## src/rtl/cdb_reservation_station.sv

```systemverilog
// Reservation station that holds dispatched ALU ops until both operands are
// ready. Operands arrive at dispatch, through a same-cycle CDB bypass, or by
// snooping the CDB. Issue picks the oldest eligible entry in dispatch order.
//
// Handshakes (both strict valid/ready): a transfer happens on a rising edge
// where valid & ready are both high. dispatch_ready depends only on registered
// occupancy, flush and rst_n. Once issue_valid is shown with issue_ready low,
// the selected entry is locked and the issue_* outputs hold until accepted.
module cdb_reservation_station #(
  parameter int DEPTH      = 4,
  parameter int TAG_WIDTH  = 6,
  parameter int DATA_WIDTH = 32,
  parameter int OP_WIDTH   = 5
) (
  input  logic                       clk,
  input  logic                       rst_n,
  input  logic                       flush,
  input  logic                       dispatch_valid,
  output logic                       dispatch_ready,
  input  logic [OP_WIDTH-1:0]        dispatch_op,
  input  logic [TAG_WIDTH-1:0]       dispatch_dst_tag,
  input  logic                       dispatch_src1_ready,
  input  logic                       dispatch_src2_ready,
  input  logic [TAG_WIDTH-1:0]       dispatch_src1_tag,
  input  logic [TAG_WIDTH-1:0]       dispatch_src2_tag,
  input  logic [DATA_WIDTH-1:0]      dispatch_src1_data,
  input  logic [DATA_WIDTH-1:0]      dispatch_src2_data,
  input  logic                       cdb_valid,
  input  logic [TAG_WIDTH-1:0]       cdb_tag,
  input  logic [DATA_WIDTH-1:0]      cdb_data,
  output logic                       issue_valid,
  input  logic                       issue_ready,
  output logic [OP_WIDTH-1:0]        issue_op,
  output logic [TAG_WIDTH-1:0]       issue_dst_tag,
  output logic [DATA_WIDTH-1:0]      issue_src1,
  output logic [DATA_WIDTH-1:0]      issue_src2,
  output logic [$clog2(DEPTH+1)-1:0] occupancy
);
  localparam int OCC_W = $clog2(DEPTH+1);
  localparam int IDX_W = (DEPTH > 1) ? $clog2(DEPTH) : 1;

  logic [DEPTH-1:0]      valid_q, valid_d;
  logic [DEPTH-1:0]      s1_rdy_q, s1_rdy_d, s2_rdy_q, s2_rdy_d;
  logic [OP_WIDTH-1:0]   op_q [DEPTH];
  logic [OP_WIDTH-1:0]   op_d [DEPTH];
  logic [TAG_WIDTH-1:0]  dst_q [DEPTH];
  logic [TAG_WIDTH-1:0]  dst_d [DEPTH];
  logic [TAG_WIDTH-1:0]  s1_tag_q [DEPTH];
  logic [TAG_WIDTH-1:0]  s1_tag_d [DEPTH];
  logic [TAG_WIDTH-1:0]  s2_tag_q [DEPTH];
  logic [TAG_WIDTH-1:0]  s2_tag_d [DEPTH];
  logic [DATA_WIDTH-1:0] s1_val_q [DEPTH];
  logic [DATA_WIDTH-1:0] s1_val_d [DEPTH];
  logic [DATA_WIDTH-1:0] s2_val_q [DEPTH];
  logic [DATA_WIDTH-1:0] s2_val_d [DEPTH];
  // older_q[j][i] set means entry j was dispatched before entry i; this keeps
  // age order independent of entry index, so it survives index wrap.
  logic [DEPTH-1:0]      older_q [DEPTH];
  logic [DEPTH-1:0]      older_d [DEPTH];
  logic                  lock_q, lock_d;
  logic [IDX_W-1:0]      lock_idx_q, lock_idx_d;
  logic [OCC_W-1:0]      occ_q, occ_d;

  logic [DEPTH-1:0]      elig;
  logic                  oldest_found, free_found;
  logic [IDX_W-1:0]      oldest_idx, free_idx, sel_idx;
  logic                  sel_ok, issue_fire, disp_fire;

  // Oldest eligible entry: eligible and no other eligible entry is older.
  always_comb begin : pick_oldest
    logic blocked;
    elig         = valid_q & s1_rdy_q & s2_rdy_q;
    oldest_found = 1'b0;
    oldest_idx   = '0;
    blocked      = 1'b0;
    for (int i = 0; i < DEPTH; i++) begin
      blocked = 1'b0;
      for (int j = 0; j < DEPTH; j++)
        if (elig[j] && older_q[j][i]) blocked = 1'b1;
      if (elig[i] && !blocked && !oldest_found) begin
        oldest_found = 1'b1;
        oldest_idx   = IDX_W'(i);
      end
    end
  end

  // Lowest-index free entry for the next dispatch.
  always_comb begin
    free_found = 1'b0;
    free_idx   = '0;
    for (int i = 0; i < DEPTH; i++)
      if (!valid_q[i] && !free_found) begin
        free_found = 1'b1;
        free_idx   = IDX_W'(i);
      end
  end

  // Handshake outputs and issue payload, all from registered state.
  always_comb begin
    sel_ok         = lock_q | oldest_found;
    sel_idx        = lock_q ? lock_idx_q : oldest_idx;
    issue_valid    = sel_ok & ~flush & rst_n;
    dispatch_ready = (occ_q < OCC_W'(DEPTH)) & ~flush & rst_n;
    issue_fire     = issue_valid & issue_ready;
    disp_fire      = dispatch_valid & dispatch_ready & free_found;
    issue_op       = '0;
    issue_dst_tag  = '0;
    issue_src1     = '0;
    issue_src2     = '0;
    if (issue_valid) begin
      issue_op      = op_q[sel_idx];
      issue_dst_tag = dst_q[sel_idx];
      issue_src1    = s1_val_q[sel_idx];
      issue_src2    = s2_val_q[sel_idx];
    end
  end

  assign occupancy = occ_q;

  // Next state: snoop, issue retire, dispatch write, lock, occupancy, flush.
  always_comb begin
    valid_d    = valid_q;
    s1_rdy_d   = s1_rdy_q;
    s2_rdy_d   = s2_rdy_q;
    op_d       = op_q;
    dst_d      = dst_q;
    s1_tag_d   = s1_tag_q;
    s2_tag_d   = s2_tag_q;
    s1_val_d   = s1_val_q;
    s2_val_d   = s2_val_q;
    older_d    = older_q;
    lock_d     = lock_q;
    lock_idx_d = lock_idx_q;
    occ_d      = occ_q;

    for (int i = 0; i < DEPTH; i++) begin
      if (valid_q[i] && cdb_valid) begin
        if (!s1_rdy_q[i] && (s1_tag_q[i] == cdb_tag)) begin
          s1_rdy_d[i] = 1'b1;
          s1_val_d[i] = cdb_data;
        end
        if (!s2_rdy_q[i] && (s2_tag_q[i] == cdb_tag)) begin
          s2_rdy_d[i] = 1'b1;
          s2_val_d[i] = cdb_data;
        end
      end
    end

    if (issue_fire) valid_d[sel_idx] = 1'b0;

    if (disp_fire) begin
      valid_d[free_idx]  = 1'b1;
      op_d[free_idx]     = dispatch_op;
      dst_d[free_idx]    = dispatch_dst_tag;
      s1_rdy_d[free_idx] = dispatch_src1_ready;
      s1_tag_d[free_idx] = dispatch_src1_tag;
      s1_val_d[free_idx] = dispatch_src1_data;
      s2_rdy_d[free_idx] = dispatch_src2_ready;
      s2_tag_d[free_idx] = dispatch_src2_tag;
      s2_val_d[free_idx] = dispatch_src2_data;
      if (!dispatch_src1_ready && cdb_valid && (dispatch_src1_tag == cdb_tag)) begin
        s1_rdy_d[free_idx] = 1'b1;
        s1_val_d[free_idx] = cdb_data;
      end
      if (!dispatch_src2_ready && cdb_valid && (dispatch_src2_tag == cdb_tag)) begin
        s2_rdy_d[free_idx] = 1'b1;
        s2_val_d[free_idx] = cdb_data;
      end
      // Everything already resident is older than the new entry.
      for (int j = 0; j < DEPTH; j++) older_d[j][free_idx] = valid_q[j];
      older_d[free_idx] = '0;
    end

    if (issue_fire) begin
      lock_d = 1'b0;
    end else if (issue_valid) begin
      lock_d     = 1'b1;
      lock_idx_d = sel_idx;
    end

    occ_d = occ_q + OCC_W'(disp_fire) - OCC_W'(issue_fire);

    if (flush) begin
      valid_d = '0;
      lock_d  = 1'b0;
      occ_d   = '0;
    end
  end

  // State registers with synchronous active-low reset.
  always_ff @(posedge clk) begin
    if (!rst_n) begin
      valid_q    <= '0;
      s1_rdy_q   <= '0;
      s2_rdy_q   <= '0;
      lock_q     <= 1'b0;
      lock_idx_q <= '0;
      occ_q      <= '0;
      for (int i = 0; i < DEPTH; i++) begin
        op_q[i]     <= '0;
        dst_q[i]    <= '0;
        s1_tag_q[i] <= '0;
        s2_tag_q[i] <= '0;
        s1_val_q[i] <= '0;
        s2_val_q[i] <= '0;
        older_q[i]  <= '0;
      end
    end else begin
      valid_q    <= valid_d;
      s1_rdy_q   <= s1_rdy_d;
      s2_rdy_q   <= s2_rdy_d;
      lock_q     <= lock_d;
      lock_idx_q <= lock_idx_d;
      occ_q      <= occ_d;
      op_q       <= op_d;
      dst_q      <= dst_d;
      s1_tag_q   <= s1_tag_d;
      s2_tag_q   <= s2_tag_d;
      s1_val_q   <= s1_val_d;
      s2_val_q   <= s2_val_d;
      older_q    <= older_d;
    end
  end
endmodule

```

## config.mk

```make
export PLATFORM = sky130hd
export DESIGN_NAME = cdb_reservation_station
export DESIGN_NICKNAME = d
export VERILOG_FILES = /design/src/rtl/cdb_reservation_station.sv
export SDC_FILE = /design/constraint.sdc
export NUM_CORES = 1
export LEC_CHECK = 0
export BUFFER_PORTS_ARGS = -buffer_cell sky130_fd_sc_hd__buf_4
export CAP_MARGIN = 20
export CORE_MARGIN = 3
export CORE_UTILIZATION = 35
export DETAILED_ROUTE_END_ITERATION = 12
export PLACE_DENSITY = 0.55
export SLEW_MARGIN = 10
export SYNTH_ARGS = -nofsm -noshare
export SYNTH_HDL_FRONTEND = slang
export SYNTH_SLANG_ARGS = --single-unit
```

## constraint.sdc

```tcl
create_clock -name clk -period 2.65 [get_ports clk]
set_clock_uncertainty 0.2 [all_clocks]
set_input_delay 0.53 -clock clk [delete_from_list [all_inputs] [get_ports clk]]
set_output_delay 0.53 -clock clk [all_outputs]
set_load 0.03 [all_outputs]
```

==> results summary <==
Clock tree synthesis inserted a total of 44 buffers. The number of global-route vias before repair is 18.1k. The port buffer count came out at 212. The xor-xnor portion of the synthesized cell area is under 10%. The placeable core area came out at 0.0558 mm². The final estimated routing congestion in global placement came out at 0.831. STA classifies the critical path endpoint as a primary output. The maximum clock frequency came out at 282 MHz.

The path class of the tightest hold or removal check is primary input to flop. The checks that failed: negative setup slack. The clock group share of total power came out at 46.9%.

The post-synthesis compound-gate area fraction came out at 7.42%. The clock tree buffer depth came out at 3. The number of placed instances, taps included, is between 3k and 4k. Summing every instance area after synthesis gives 0.0200 mm².

The worst pin sits at a relative slew slack of 50.0%. The internal power contribution came out at 9790 µW. The first-pass GRT wire length came out at 110000 µm. Yosys mapped a number of flops with a built-in enable equal to 0. The share of the synthesized area in the top cell type came out at between 30% and 40%. The peak ir drop on the vdd network is 0.000364 V. The total grt overflow came out at 0.

The synthesized design contains about 380 register bits. The placed wire-length estimate after detailed placement is 44400 µm. The die covers roughly 0.06 mm². The area fraction in and, or, nand and nor cells after synthesis came out at 22.3%. The worst setup timing slack at the placement stage came out at -0.341 ns. Among all flip-flop cells after synthesis, the most frequent one is sky130_fd_sc_hd__dfxtp_1.

The number of rows in the core area came out at 86. The post-detailed-route wirelength per cell is 21.9 µm. The data arrival time of the critical path is 2.81 ns. After synthesis, the largest family of logic cells by area is multiplexers. The origin of the critical flop-to-flop path is s1_rdy_q[0]$_SDFF_PN0_.

The width of the die is 245 µm. Of the total power, registers draw between 40% and 50%. The count of antenna-violating nets left after detailed routing is 0. The pin slew with the least headroom to its limit is 0.750 ns. The effective utilization at floorplan came out at 35.8%. Entering global routing, the biggest net connects 159 pins. The source of the worst hold timing path is dispatch_src1_tag[0]. The share of total power in combinational logic is 7.4%.

The number of antenna repair diodes is 0. For this design the ratio of total power to cell area is 474 mW/mm². The final-report max-slew violation count came out at 0. The first detailed-routing pass ran for 5 iterations. The ratio of cells with drive above 1 in the final layout came out at 26.9%. The warning count from the yosys run is 0. The fraction of power spent switching nets came out at 24.1%.

The portion of synthesized area spent on multiplexers is 23.5%. At the worst endpoint, the required time is between 1.5 and 2 ns. The overall routing resource usage is 23.5%. The critical path class is flop to primary output. The clock tree from TritonCTS is done. The finished layout holds 3309 standard cells, fillers aside. The hold violation count in the final report is 0. Clock tree synthesis selected as its root buffer the cell sky130_fd_sc_hd__clkbuf_16.

The area growth from synthesis to layout is 36.2%. The aggregate routed wire length came out at between 70000 and 80000 µm. The top cell types in the final layout, fill and taps aside, are sky130_fd_sc_hd__nand2_1 (590), sky130_fd_sc_hd__dfxtp_1 (369), sky130_fd_sc_hd__mux2i_1 (361). By area the synthesized netlist is led by sky130_fd_sc_hd__dfxtp_1 (38%), sky130_fd_sc_hd__mux2i_1 (24%), sky130_fd_sc_hd__nand2_1 (11%), sky130_fd_sc_hd__and3_1 (6.2%), sky130_fd_sc_hd__o22ai_1 (4.4%). The sequential element share of the synthesized area came out at between 30% and 40%.

The setup check on the worst reg-to-reg path leaves a slack of -0.31 ns. The number of top-level pins is 213. The net count after synthesis came out at roughly 2.4k. The launching instance or port of the critical path is s1_rdy_q[0]$_SDFF_PN0_. CTS saw about 380 sinks. The overall via count from detail_route is 17.9k. The number of distinct library cells after synthesis came out at 55. The first routing iteration left 1144 violations.

The max-cap violation count came out at 0. STA classifies the critical path startpoint as a flop. The cell type with the highest aggregate area in the netlist is sky130_fd_sc_hd__dfxtp_1. The shortest period the worst path allows came out at 3.54 ns. The maximum level of the CTS H-tree came out at 2. After detailed routing, the number of vias per cell comes to 5.41. The async set-reset flop share out of synthesis is 0%.

From bottom edge to top edge, the die measures 245 µm. The area share of fa/ha/maj cells after synthesis came out at 0.225%. The clock transition time at the flip-flop clock pins of the worst setup and hold paths is 0.06 ns. The switching power summed over all nets is 3110 µW.

Of the available clock period, the critical path in the final layout requires 134%. The initial antenna violation count came out at 0. The average cell area after synthesis came out at 8.69 µm². In this run the worst path has a maximum fanout of 14.

The clock network latency to the later pin of the worst-skew pair came out at 0.57 ns. The number of setup violations in the final report came out at between 70 and 80. The count of mapped cells out of synthesis came out at 2300. The library cell used most frequently in the layout, excluding fill and tap cells, is sky130_fd_sc_hd__nand2_1. The flow ran to the end, but the final reports show violations. The leakage power figure is 0.0113 µW. Setup repair after global routing could not meet its margin everywhere.

The number of nets in the final layout came out at between 2k and 3k. The count of unresolved DRC violations after routing came out at 0. The final setup slack of the worst path is -0.893 ns.
==> synthesized netlist by cell type, drive strengths merged (7+ instances only) <==
| cell type | number |
|---|---|
| nor4 | 7 |
| clkbuf | 129 |
| nor2 | 16 |
| nand4 | 13 |
| xnor2 | 47 |
| dfxtp | 382 |
| a21boi | 26 |
| o22ai | 140 |
| nor3 | 12 |
| nand3 | 74 |
| nand2 | 594 |
| o21ai | 18 |
| xor2 | 15 |
| mux2i | 470 |
| buf | 89 |
| and3 | 201 |
| and2 | 7 |
==> what timing repair did <==
item | CTS | global route
hold buffers | 21 | 0
endpoints found under the setup margin | 78 | 102
pin swaps | 7 | 7
cloned | 2 | 1
resized for setup | 129 | 84
hold endpoints to repair | 58 | 0
buffers inserted | 13 | 6
==> logic make-up after synthesis <==
family / count (synthesis)
xor gates and xnor gates: 62
buffers and inverters: 224
muxes: 470
DFF: 382
and+or+nand+nor: 944
adders and majority gates: 3
AOI/OAI and AO/OA: 215
==> registers in the layout (all words and copies together) (netlist names) <==
name,flops
s1_rdy_q,4
lock_q,1
occupancy,3
s1_tag_q,24
dst_q,24
s2_tag_q,24
s2_rdy_q,4
op_q,20
older_q,16
lock_idx_q,2
s1_val_q,128
valid_q,4
s2_val_q,128
==> final cells by class <==
| type | count | area, µm² |
|---|---|---|
| Clock inverter | 10 | 104 |
| Clock buffer | 67 | 1300 |
| Multi-Input combinational cell | 1694 | 12900 |
| Tap cell | 748 | 936 |
| Timing Repair Buffer | 402 | 4280 |
| Sequential cell | 382 | 7670 |
| Fill cell | 5075 | 28600 |
| Inverter | 6 | 22.5 |
==> worst max-delay path, cell delays in order, from the launching register on <==
cell,delay [ns]
sky130_fd_sc_hd__dfxtp_2,0.34
sky130_fd_sc_hd__and3_4,0.18
sky130_fd_sc_hd__a211o_1,0.30
sky130_fd_sc_hd__nor3_2,0.20
sky130_fd_sc_hd__o221a_4,0.27
sky130_fd_sc_hd__buf_12,0.19
sky130_fd_sc_hd__buf_12,0.20
sky130_fd_sc_hd__mux2i_2,0.26
sky130_fd_sc_hd__o22ai_2,0.11
sky130_fd_sc_hd__buf_4,0.18
==> routing by layer <==
metal  part of all wire [%]  track usage, %
met1                     44            30.7
met2                     48            40.2
met3                    5.5            2.95
met4                    2.8            7.66
met5                      0               0
==> worst paths after layout <==
check | cells after the start | endpoint
worst max-delay path | 9 | issue_src1[30]
worst min-delay path | 3 | s1_tag_q[12]$_SDFFE_PN0P_
worst max register to register | 13 | occupancy[1]$_SDFF_PP0_
worst min register to register | 2 | op_q[8]$_SDFFE_PN0P_
==> power by group through the flow <==
stage               Sequential, µW  Clock, µW  Combinational [µW]
global placement              6000          0                 875
finish                        5890       6050                 957
CTS                           5880       6180                 937
floorplan                     5990          0                 480
global route                  5900       6410                1030
detailed placement            6000          0                 889
==> through the flow <==
stage	utilization [%]	setup TNS, ns	hold WS [ns]	cell area (µm²)	total power (µW)
finish	48.8	-64.08	0.0223	27200	12900
global route	48.8	-72.14	0.0304	27200	13300
CTS	47.9	-66.44	0.00126	26700	13000
detailed placement	43.6	-21.54	0.244	24400	6890
global placement	43.6	-19.84	0.241	24400	6870
floorplan	-	-6.04	0.233	21000	6470
Note: power is estimated with default switching activity, not from simulation.
